### src/rtl/ifu_fetch_unit.sv
// Instruction fetch unit: issues in-order word reads, buffers returned words in a small FIFO
// and hands them to the decoder; redirects flush buffered and in-flight fetches.
module ifu_fetch_unit #(
    parameter logic [31:0] RESET_PC   = 32'h0000_0000,
    parameter int          FIFO_DEPTH = 2
) (
    input  logic        soc_clk,
    input  logic        IFU_reset,
    output logic        imem_req_valid,
    input  logic        imem_req_ready,
    output logic [31:0] imem_req_addr,
    input  logic        imem_rsp_valid,
    input  logic [31:0] imem_rsp_data,
    input  logic        imem_rsp_err,
    output logic [31:0] instruction,
    output logic [31:0] instr_pc,
    output logic        instr_valid,
    input  logic        instr_ready,
    input  logic        redirect_valid,
    input  logic [31:0] redirect_pc,
    output logic        fetch_fault
);

    localparam int          PW  = $clog2(FIFO_DEPTH);
    localparam int          CW  = $clog2(FIFO_DEPTH + 1);
    localparam logic [31:0] NOP = 32'h0000_0013;

    typedef enum logic [1:0] {
        S_IDLE,
        S_FETCH,
        S_FAULT
    } state_t;

    state_t          state_reg, state_next;
    logic [31:0]     fetch_pc_reg, fetch_pc_next;
    logic [CW-1:0]   outstanding_reg, outstanding_next;
    logic [CW-1:0]   drop_cnt_reg, drop_cnt_next;
    logic [CW-1:0]   count_reg, count_next;
    logic [PW-1:0]   rd_ptr_reg, rd_ptr_next;
    logic [PW-1:0]   wr_ptr_reg, wr_ptr_next;
    logic [31:0]     hold_instr_reg, hold_pc_reg;
    logic [31:0]     fifo_data [FIFO_DEPTH];
    logic [31:0]     fifo_pc   [FIFO_DEPTH];

    logic            credit_ok, req_fire, rsp_seen, rsp_live, err_hit;
    logic            push, pop, redirect_misaligned;
    logic [31:0]     rsp_pc;

    // A response arriving with nothing outstanding is a leftover from before reset.
    assign rsp_seen            = imem_rsp_valid && (outstanding_reg != '0);
    assign rsp_live            = rsp_seen && (drop_cnt_reg == '0);
    assign err_hit             = rsp_live && imem_rsp_err && (state_reg == S_FETCH);
    assign redirect_misaligned = redirect_pc[1:0] != 2'b00;

    assign credit_ok      = ({1'b0, outstanding_reg} + {1'b0, count_reg}) < (CW+1)'(FIFO_DEPTH);
    assign imem_req_valid = (state_reg == S_FETCH) && credit_ok;
    assign imem_req_addr  = fetch_pc_reg;
    assign req_fire       = imem_req_valid && imem_req_ready;

    // Live requests since the last redirect are contiguous, so the oldest one sits
    // exactly 'outstanding' words behind the fetch PC.
    assign rsp_pc = fetch_pc_reg - (32'(outstanding_reg) << 2);

    assign instr_valid = count_reg != '0;
    assign instruction = instr_valid ? fifo_data[rd_ptr_reg] : hold_instr_reg;
    assign instr_pc    = instr_valid ? fifo_pc[rd_ptr_reg]   : hold_pc_reg;
    assign fetch_fault = state_reg == S_FAULT;

    assign push = rsp_live && !imem_rsp_err && !redirect_valid && (state_reg == S_FETCH);
    assign pop  = instr_valid && instr_ready;

    always_comb begin
        state_next = state_reg;
        case (state_reg)
            S_IDLE:  state_next = S_FETCH;
            S_FETCH: if (err_hit) state_next = S_FAULT;
            S_FAULT: state_next = S_FAULT;
            default: state_next = S_IDLE;
        endcase
        if (redirect_valid) begin
            state_next = redirect_misaligned ? S_FAULT : S_FETCH;
        end
    end

    always_comb begin
        fetch_pc_next    = fetch_pc_reg;
        outstanding_next = outstanding_reg + CW'(req_fire) - CW'(rsp_seen);
        drop_cnt_next    = drop_cnt_reg;
        count_next       = count_reg + CW'(push) - CW'(pop);
        rd_ptr_next      = rd_ptr_reg + PW'(pop);
        wr_ptr_next      = wr_ptr_reg + PW'(push);

        if (redirect_valid) begin
            fetch_pc_next = redirect_pc;
        end else if (req_fire) begin
            fetch_pc_next = fetch_pc_reg + 32'd4;
        end

        // Everything still in flight after this edge belongs to a dead stream.
        if (redirect_valid || err_hit) begin
            drop_cnt_next = outstanding_next;
        end else if (rsp_seen && (drop_cnt_reg != '0)) begin
            drop_cnt_next = drop_cnt_reg - CW'(1);
        end

        if (redirect_valid) begin
            count_next  = '0;
            rd_ptr_next = '0;
            wr_ptr_next = '0;
        end
    end

    always_ff @(posedge soc_clk or posedge IFU_reset) begin
        if (IFU_reset) begin
            state_reg       <= S_IDLE;
            fetch_pc_reg    <= RESET_PC;
            outstanding_reg <= '0;
            drop_cnt_reg    <= '0;
            count_reg       <= '0;
            rd_ptr_reg      <= '0;
            wr_ptr_reg      <= '0;
            hold_instr_reg  <= NOP;
            hold_pc_reg     <= RESET_PC;
        end else begin
            state_reg       <= state_next;
            fetch_pc_reg    <= fetch_pc_next;
            outstanding_reg <= outstanding_next;
            drop_cnt_reg    <= drop_cnt_next;
            count_reg       <= count_next;
            rd_ptr_reg      <= rd_ptr_next;
            wr_ptr_reg      <= wr_ptr_next;
            if (instr_valid) begin
                hold_instr_reg <= fifo_data[rd_ptr_reg];
                hold_pc_reg    <= fifo_pc[rd_ptr_reg];
            end
        end
    end

    always_ff @(posedge soc_clk) begin
        if (push) begin
            fifo_data[wr_ptr_reg] <= imem_rsp_data;
            fifo_pc[wr_ptr_reg]   <= rsp_pc;
        end
    end

endmodule

### config.mk
export PLATFORM = sky130hd
export DESIGN_NAME = ifu_fetch_unit
export DESIGN_NICKNAME = d
export VERILOG_FILES = /design/src/rtl/ifu_fetch_unit.sv
export SDC_FILE = /design/constraint.sdc
export NUM_CORES = 1
export LEC_CHECK = 0
export BUFFER_PORTS_ARGS = -buffer_cell sky130_fd_sc_hd__buf_4
export CAP_MARGIN = 20
export CORE_MARGIN = 8
export CORE_UTILIZATION = 49
export DETAILED_ROUTE_END_ITERATION = 8
export HOLD_SLACK_MARGIN = 0.15
export PLACE_DENSITY_LB_ADDON = 0.2
export SYNTH_ARGS = -nofsm -noshare
export SYNTH_HDL_FRONTEND = slang
export SYNTH_SLANG_ARGS = --single-unit
### constraint.sdc
create_clock -name soc_clk -period 6.9 [get_ports soc_clk]
set_clock_uncertainty 0.05 [all_clocks]
set_input_delay 1.725 -clock soc_clk [delete_from_list [all_inputs] [get_ports soc_clk]]
set_output_delay 1.725 -clock soc_clk [all_outputs]
set_load 0.005 [all_outputs]
==> results.ini, run 1 <==
[final_layout]
regArea_sq_mm=0.00650
antenna_cells=0
nNetsFinal=997
top_regs=fifo_data x64, fifo_pc x64
multi_input_area_sq_mm=0.00306
drive_above_1_share=0.249
fin_cells=1194
fill_cells=1578
syn2layout_area_growth_pct=22.1

[floorplanning]
pin_count=170
core-area_sq_mm=0.0196
num_rows=51
die_x_microns=158
start_util=0.501
die_y_microns=158
die_area_sq_mm=0.0248

[route]
wl_per_cell_microns=17.5
wl_met1_mm=9.56
drt_iter0_drc=293
wl_met2_mm=9.56
drc=0
firstDrtPassIters=4
postRouteAntennaNets=0
drt_wl_total_mm=20.9
top_layer=met4
viasPerCell=5.09
met3WireLength_mm=1.51
vias=6076

[clock_network]
cts_resized=0
cts_sinks=234
post-cts-setup-buffers=0
cts_max_path_buffers=3
numCtsBuffers=25
cts_tree=yes
htree_levels=1
holdBufCountCts=0
clkTransAtPathRegs_ns=0.06
clk_latency_ns=0.51
ctsRootBufferMaster=clkbuf_16

[setup_path]
end_kind=output port
r2r_slack_ns=3.51
slowest_delay_ns=0.68
crit_chain=or2_4 -> buf_4 -> nor2_1 -> a21oi_1 -> buf_4
crit_top_cell=buf_4
path_max_fanout=71
cp_slowest_cell=buf_4
worstSetupPathType=reg2out
startpoint_type=flop
cp_top_family=buffers and inverters
critPathBufInv=2
cp.required_ns=5.12
cp.arrival_ns=2.68

[placement]
dp_hpwl_mm=13.8
portBuffers=169
routabilityCongestion=0.811
dp_cells=1148

[power]
cellPowerDensity_mw_per_mm2=364
p_leak_nw=4.69
ir_drop_uv=160

[timing]
setup_viol=0
slew_violations=0
tightestPinTransition_ns=0.962
hold_violations=0
period_share=0.646
rsz0062_at_grt=false
finalCriticalPeriod_ns=4.46
finalSetupTns_ns=0
relSlewSlack=0.359
fmax_mhz=224

[hold_path]
min_path_type=reg2reg

[synthesis]
synth_edf_count=128
syn-num-nets=850
synthTopCellsByCount=edfxtp_1 (128), dfrtp_1 (103), nor2_1 (87)
netlist_top_cells_area=edfxtp_1 (39%), dfrtp_1 (26%), mux2i_1 (6.5%)
syn_area_sq_mm=0.00982
ys_seq_elements=234
yosys.cell_types.count=46
synth_top_area_share=0.391
synth_top_area_cell=edfxtp_1
synth_flop_cell=edfxtp_1
synthCells=764
synth-async-reset-ratio=0.453
yosysWarningCount=0
avgSynthCellArea_sq_um=12.9
synth.most_common_cell=edfxtp_1
yosysSeqAreaShare=0.662

[global_route]
antenna_found_initial=0
grt_usage=0.169
grt_pass1_wl_mm=33.4
grt_max_degree=72
grt_pass1_vias=6229
gr-total-overflow=0

[outcome]
run_status=finished clean

[flow_run]
cap_violations=0

-- placed cells by master, fill, tap and decap left out, types with 5 or more instances in the layout --
cell type,instances
xnor2_1,19
clkbuf_16,25
o21ai_0,28
and2_1,5
dfrtp_1,102
and3_1,6
nand3_1,17
xor2_1,42
clkinv_2,8
nor3_1,5
nor2_1,87
ha_1,11
edfxtp_1,128
mux2i_1,64
nand4_1,13
clkbuf_1,6
nand2_1,48
inv_1,14
buf_4,173
a21oi_1,67
-- kinds of logic (layout without fill, tap and decap cells) --
kind of cell | count (synthesis) | after routing | share of synthesized area
flops | 234 | 234 | 0.662
simple gates | 216 | 216 | 0.111
compound gates | 103 | 103 | 0.0538
buf+inv | 68 | 233 | 0.0296
mux | 67 | 67 | 0.0687
xor+xnor | 61 | 61 | 0.0544
fa+ha+maj | 15 | 15 | 0.0206
-- metrics by stage --
stage                     utilization  total power [mW]  worst slack [ns]  cell area, sq um  hold slack (ns)
after global routing            0.612              4.62              2.16             12000            0.480
after global placement          0.574              3.18              2.90             11200            0.444
after detailed placement        0.574              3.21              2.77             11200            0.449
final                           0.612              4.36              2.44             12000            0.457
after floorplan                     -              2.51              2.34              9820            0.411
after CTS                       0.612              4.42              2.39             12000            0.458
-- report_power, final --
part           internal [mW]  switching (mW)  total (mW)
registers               1.74           0.135        1.88
logic                  0.641           0.643        1.28
clock network          0.686           0.515        1.20
total                   3.07            1.29        4.36
-- worst paths after layout --
path | startpoint | end | cells past startpoint
setup / recovery | count_reg[1] | instruction[9] | 5
hold / removal | hold_instr_reg[0] | hold_instr_reg[0] | 2
setup reg to reg | outstanding_reg[0] | drop_cnt_reg[1] | 10
hold reg to reg | hold_instr_reg[0] | hold_instr_reg[0] | 2
max in group asynchronous | IFU_reset | rd_ptr_reg | 3
min in group asynchronous | IFU_reset | hold_instr_reg[7] | 2
-- worst register-to-register path, delay by kind of cell, from the launching register on --
| family | cells | cell delay, ns |
|---|---|---|
| fa+ha+maj | 3 | 1.01 |
| simple gates | 2 | 0.99 |
| xor+xnor | 2 | 0.28 |
| buf+inv | 2 | 0.26 |
| mux | 1 | 0.26 |
| flops | 1 | 0.42 |
-- per-layer routing --
metal  up-vias  GRT usage
met3        26     0.0423
met4         0     0.0335
met5         -          0
met1      2896      0.232
met2       170      0.270
li1       2984          -
-- area by class of cell --
class | instances | share of cell area
clock buffers | 33 | 0.0563
clock inverters | 12 | 0.00501
inverters | 15 | 0.00490
multi-input cells | 462 | 0.256
flip-flops and latches | 234 | 0.542
well taps | 265 | 0.0276
repair buffers | 173 | 0.108
(Power assumes the default switching activity.)
==> inputs of run 2 (changes only) <==
- ABC_AREA: not set -> 1
- clock period: 6.9 -> 4.2 ns (I/O delays scaled with it)
==> results.ini, run 2 <==
[route]
top_layer=met4  ; unchanged
wl_met1_mm=11.4  ; was 9.56 mm
drc=0  ; unchanged
met3WireLength_mm=1.26  ; was 1.51 mm
wl_per_cell_microns=16.6  ; was 17.5 microns
drt_iter0_drc=452  ; was 293
viasPerCell=5.09  ; about the same
firstDrtPassIters=6  ; was 4
vias=7763  ; was 6076
postRouteAntennaNets=0  ; unchanged
drt_wl_total_mm=25.3  ; was 20.9 mm
wl_met2_mm=12.0  ; was 9.56 mm

[hold_path]
whs_path_depth=2  ; unchanged
min_path_type=reg2reg  ; unchanged
whs_endpoint=hold_instr_reg[1]  ; was hold_instr_reg[0]
min-delay-start=fifo_data[0][1]  ; was hold_instr_reg[0]

[clock_network]
clk_latency_ns=0.51  ; about the same
holdBufCountCts=0  ; unchanged
cts_tree=yes  ; unchanged
cts_resized=0  ; unchanged
clkTransAtPathRegs_ns=0.06  ; about the same
cts_max_path_buffers=3  ; unchanged
cts_sinks=234  ; unchanged
numCtsBuffers=25  ; unchanged
post-cts-setup-buffers=0  ; unchanged
htree_levels=1  ; unchanged
ctsRootBufferMaster=clkbuf_16  ; unchanged

[power]
p_leak_nw=5.54  ; was 4.69 nW
p_clk_frac=0.261  ; was 0.275
seq_power_share=0.381  ; was 0.430
power.switching_mw=2.70  ; was 1.29 mW
ir_drop_uv=403  ; was 160 uV
cellPowerDensity_mw_per_mm2=634  ; was 364 mW/mm^2
power_frac_comb=0.359  ; was 0.294
power.total_mw=8.07  ; was 4.36 mW
swShare=0.334  ; was 0.297
internal_power_mw=5.37  ; was 3.07 mW

[final_layout]
fin_cells=1524  ; was 1194
top_regs=fifo_data x64, fifo_pc x64  ; unchanged
fin_area_sq_mm=0.0127  ; was 0.0120 sq mm
layout_commonest_cell=nand2_1  ; was buf_4
antenna_cells=0  ; unchanged
nNetsFinal=1317  ; was 997
drive_above_1_share=0.199  ; was 0.249
final_cell_mix=nand2_1 (260), buf_4 (175), nor2_1 (144)  ; was buf_4 (173), edfxtp_1 (128), dfrtp_1 (102)
syn2layout_area_growth_pct=21.6  ; was 22.1%

[timing]
fmax_mhz=295
tightestPinTransition_ns=0.945  ; was 0.962 ns
finalCriticalPeriod_ns=3.39
period_share=0.807
finalSetupTns_ns=0  ; unchanged
rsz0062_at_grt=false  ; unchanged
hold_violations=0  ; unchanged
slew_violations=0  ; unchanged
setup_viol=0  ; unchanged
hold_ws_ns=0.450  ; was 0.457 ns
relSlewSlack=0.370  ; was 0.359

[synthesis]
netlist_top_cells_area=edfxtp_1 (37%), dfrtp_1 (25%), nand2_1 (9.3%)  ; was edfxtp_1 (39%), dfrtp_1 (26%), mux2i_1 (6.5%)
synthTopCellsByCount=nand2_1 (260), nor2_1 (145), a21oi_1 (128), edfxtp_1 (128), dfrtp_1 (103)  ; was edfxtp_1 (128), dfrtp_1 (103), nor2_1 (87)
synth_top_area_share=0.367  ; was 0.391
yosysSeqAreaShare=0.621  ; was 0.662
synth-xor-area-share=0.0284  ; was 0.0544
synth.most_common_cell=nand2_1  ; was edfxtp_1
yosysWarningCount=0  ; unchanged
synth_compound_area_frac=0.0832  ; was 0.0538
syn_area_sq_mm=0.0105  ; was 0.00982 sq mm
synthCells=1078  ; was 764
synth_top_family_by_area=simple AND/OR/NAND/NOR gates  ; unchanged
yosys.area_share.simple=0.197  ; was 0.111
yosys.cell_types.count=31  ; was 46
synth_flop_cell=edfxtp_1  ; unchanged
syn-num-nets=1164  ; was 850
avgSynthCellArea_sq_um=9.71  ; was 12.9 sq um
synth-async-reset-ratio=0.453  ; unchanged
synth_top_area_cell=edfxtp_1  ; unchanged
synth_edf_count=128  ; unchanged
synth-adder-area-share=0.0194  ; was 0.0206
ys_seq_elements=234  ; unchanged
synth_mux_area_frac=0  ; was 0.0687

[setup_path]
worstSetupPathType=reg2out  ; unchanged
reg2reg_depth=8  ; was 10
path_max_fanout=34  ; was 71
r2r_start=count_reg[0]  ; was outstanding_reg[0]
startpoint_type=flop  ; unchanged
cp.arrival_ns=2.29  ; was 2.68 ns
cp.required_ns=3.10  ; was 5.12 ns
r2r_end=imem_req_addr[7]  ; was drop_cnt_reg[1]
r2r_slack_ns=1.63  ; was 3.51 ns
end_kind=output port  ; unchanged

[global_route]
antenna_found_initial=0  ; unchanged
grt_max_degree=67  ; was 72
gr-total-overflow=0  ; unchanged
grt_pass1_vias=7937  ; was 6229
grt_usage=0.191  ; was 0.169
grt_pass1_wl_mm=40.9  ; was 33.4 mm

[flow_run]
cap_violations=0  ; unchanged

[placement]
portBuffers=169  ; unchanged
dp_hpwl_mm=16.8  ; was 13.8 mm
routabilityCongestion=0.836  ; was 0.811
dp_cells=1479  ; was 1148
placed_cell_area_sq_mm=0.0119  ; was 0.0112 sq mm

[floorplanning]
core-area_sq_mm=0.0210  ; was 0.0196 sq mm
start_util=0.498  ; was 0.501
die_area_sq_mm=0.0263  ; was 0.0248 sq mm
die_y_microns=162  ; was 158 microns
die_x_microns=162  ; was 158 microns
pin_count=170  ; unchanged
num_rows=53  ; was 51

[outcome]
run_status=finished clean  ; unchanged

==> run 2: cell count changes in the layout (fill, tap and decap cells not counted), sizes merged, moves of 6 or more <==
cell / before / now
nor4: 10 / 0
nand2: 48 / 266
nor2: 87 / 162
a21oi: 67 / 128
xor2: 42 / 29
xnor2: 19 / 5
inv: 16 / 79
mux2i: 64 / 0
nand4: 14 / 4
and3: 6 / 0
o21bai: 0 / 6
nand3: 17 / 58
==> run 2: cells by family after synthesis <==
kind of cell,count (synthesis)
XOR/XNOR,34
AO/OA/AOI/OAI,168
adder cells (fa/ha/maj),15
buffers and inverters,129
AND/OR/NAND/NOR,498
flip-flops,234
==> run 2: power by group through the flow <==
| stage | Sequential [mW] | Combinational, mW | Clock (mW) |
|---|---|---|---|
| 2_1_floorplan | 3.04 | 1.54 | 0 |
| 3_3_place_gp | 3.11 | 2.88 | 0 |
| 3_5_place_dp | 3.11 | 2.94 | 0 |
| 4_1_cts | 3.07 | 2.95 | 2.15 |
| 5_1_grt | 3.11 | 3.26 | 2.25 |
| 6_report | 3.07 | 2.89 | 2.10 |
==> run 2: worst max-delay path by stage <==
stage | depth (start not counted) | startpoint | slack (ns) | endpoint
after floorplan | 1 | IFU_reset | 0.32 | count_reg[0]
after global placement | 6 | redirect_valid | 1.18 | imem_req_addr[7]
after detailed placement | 6 | redirect_valid | 1.10 | imem_req_addr[7]
after CTS | 5 | count_reg[1] | 0.75 | instr_pc[16]
after global routing | 5 | count_reg[1] | 0.64 | instr_pc[16]
final | 5 | rd_ptr_reg | 0.81 | instruction[11]
==> run 2: critical path, stage by stage, from the launching register on <==
cell and delay [ns]:
dfrtp_2 0.41, inv_2 0.46, buf_4 0.36, nand2_1 0.07, a21oi_1 0.28, buf_4 0.17
==> run 2: cell type report <==
type / count / area, sq um
Multi-Input combinational cell: 715 / 3470
Clock buffer: 30 / 664
Sequential cell: 234 / 6500
Tap cell: 275 / 344
Inverter: 79 / 299
Clock inverter: 15 / 123
Timing Repair Buffer: 176 / 1330
Fill cell: 1783 / 8290
==> run 2: metal layers <==
| layer | vias up | global-route usage |
|---|---|---|
| met1 | 3687 | 0.253 |
| li1 | 3842 | - |
| met3 | 37 | 0.0367 |
| met5 | - | 0 |
| met2 | 197 | 0.316 |
| met4 | 0 | 0.0543 |
==> run 2: stage by stage <==
step	worst slack (ns)	util
floorplan	0.316	-
global placement	1.18	0.568
detailed placement	1.10	0.568
CTS	0.753	0.606
global route	0.644	0.606
finish	0.810	0.606
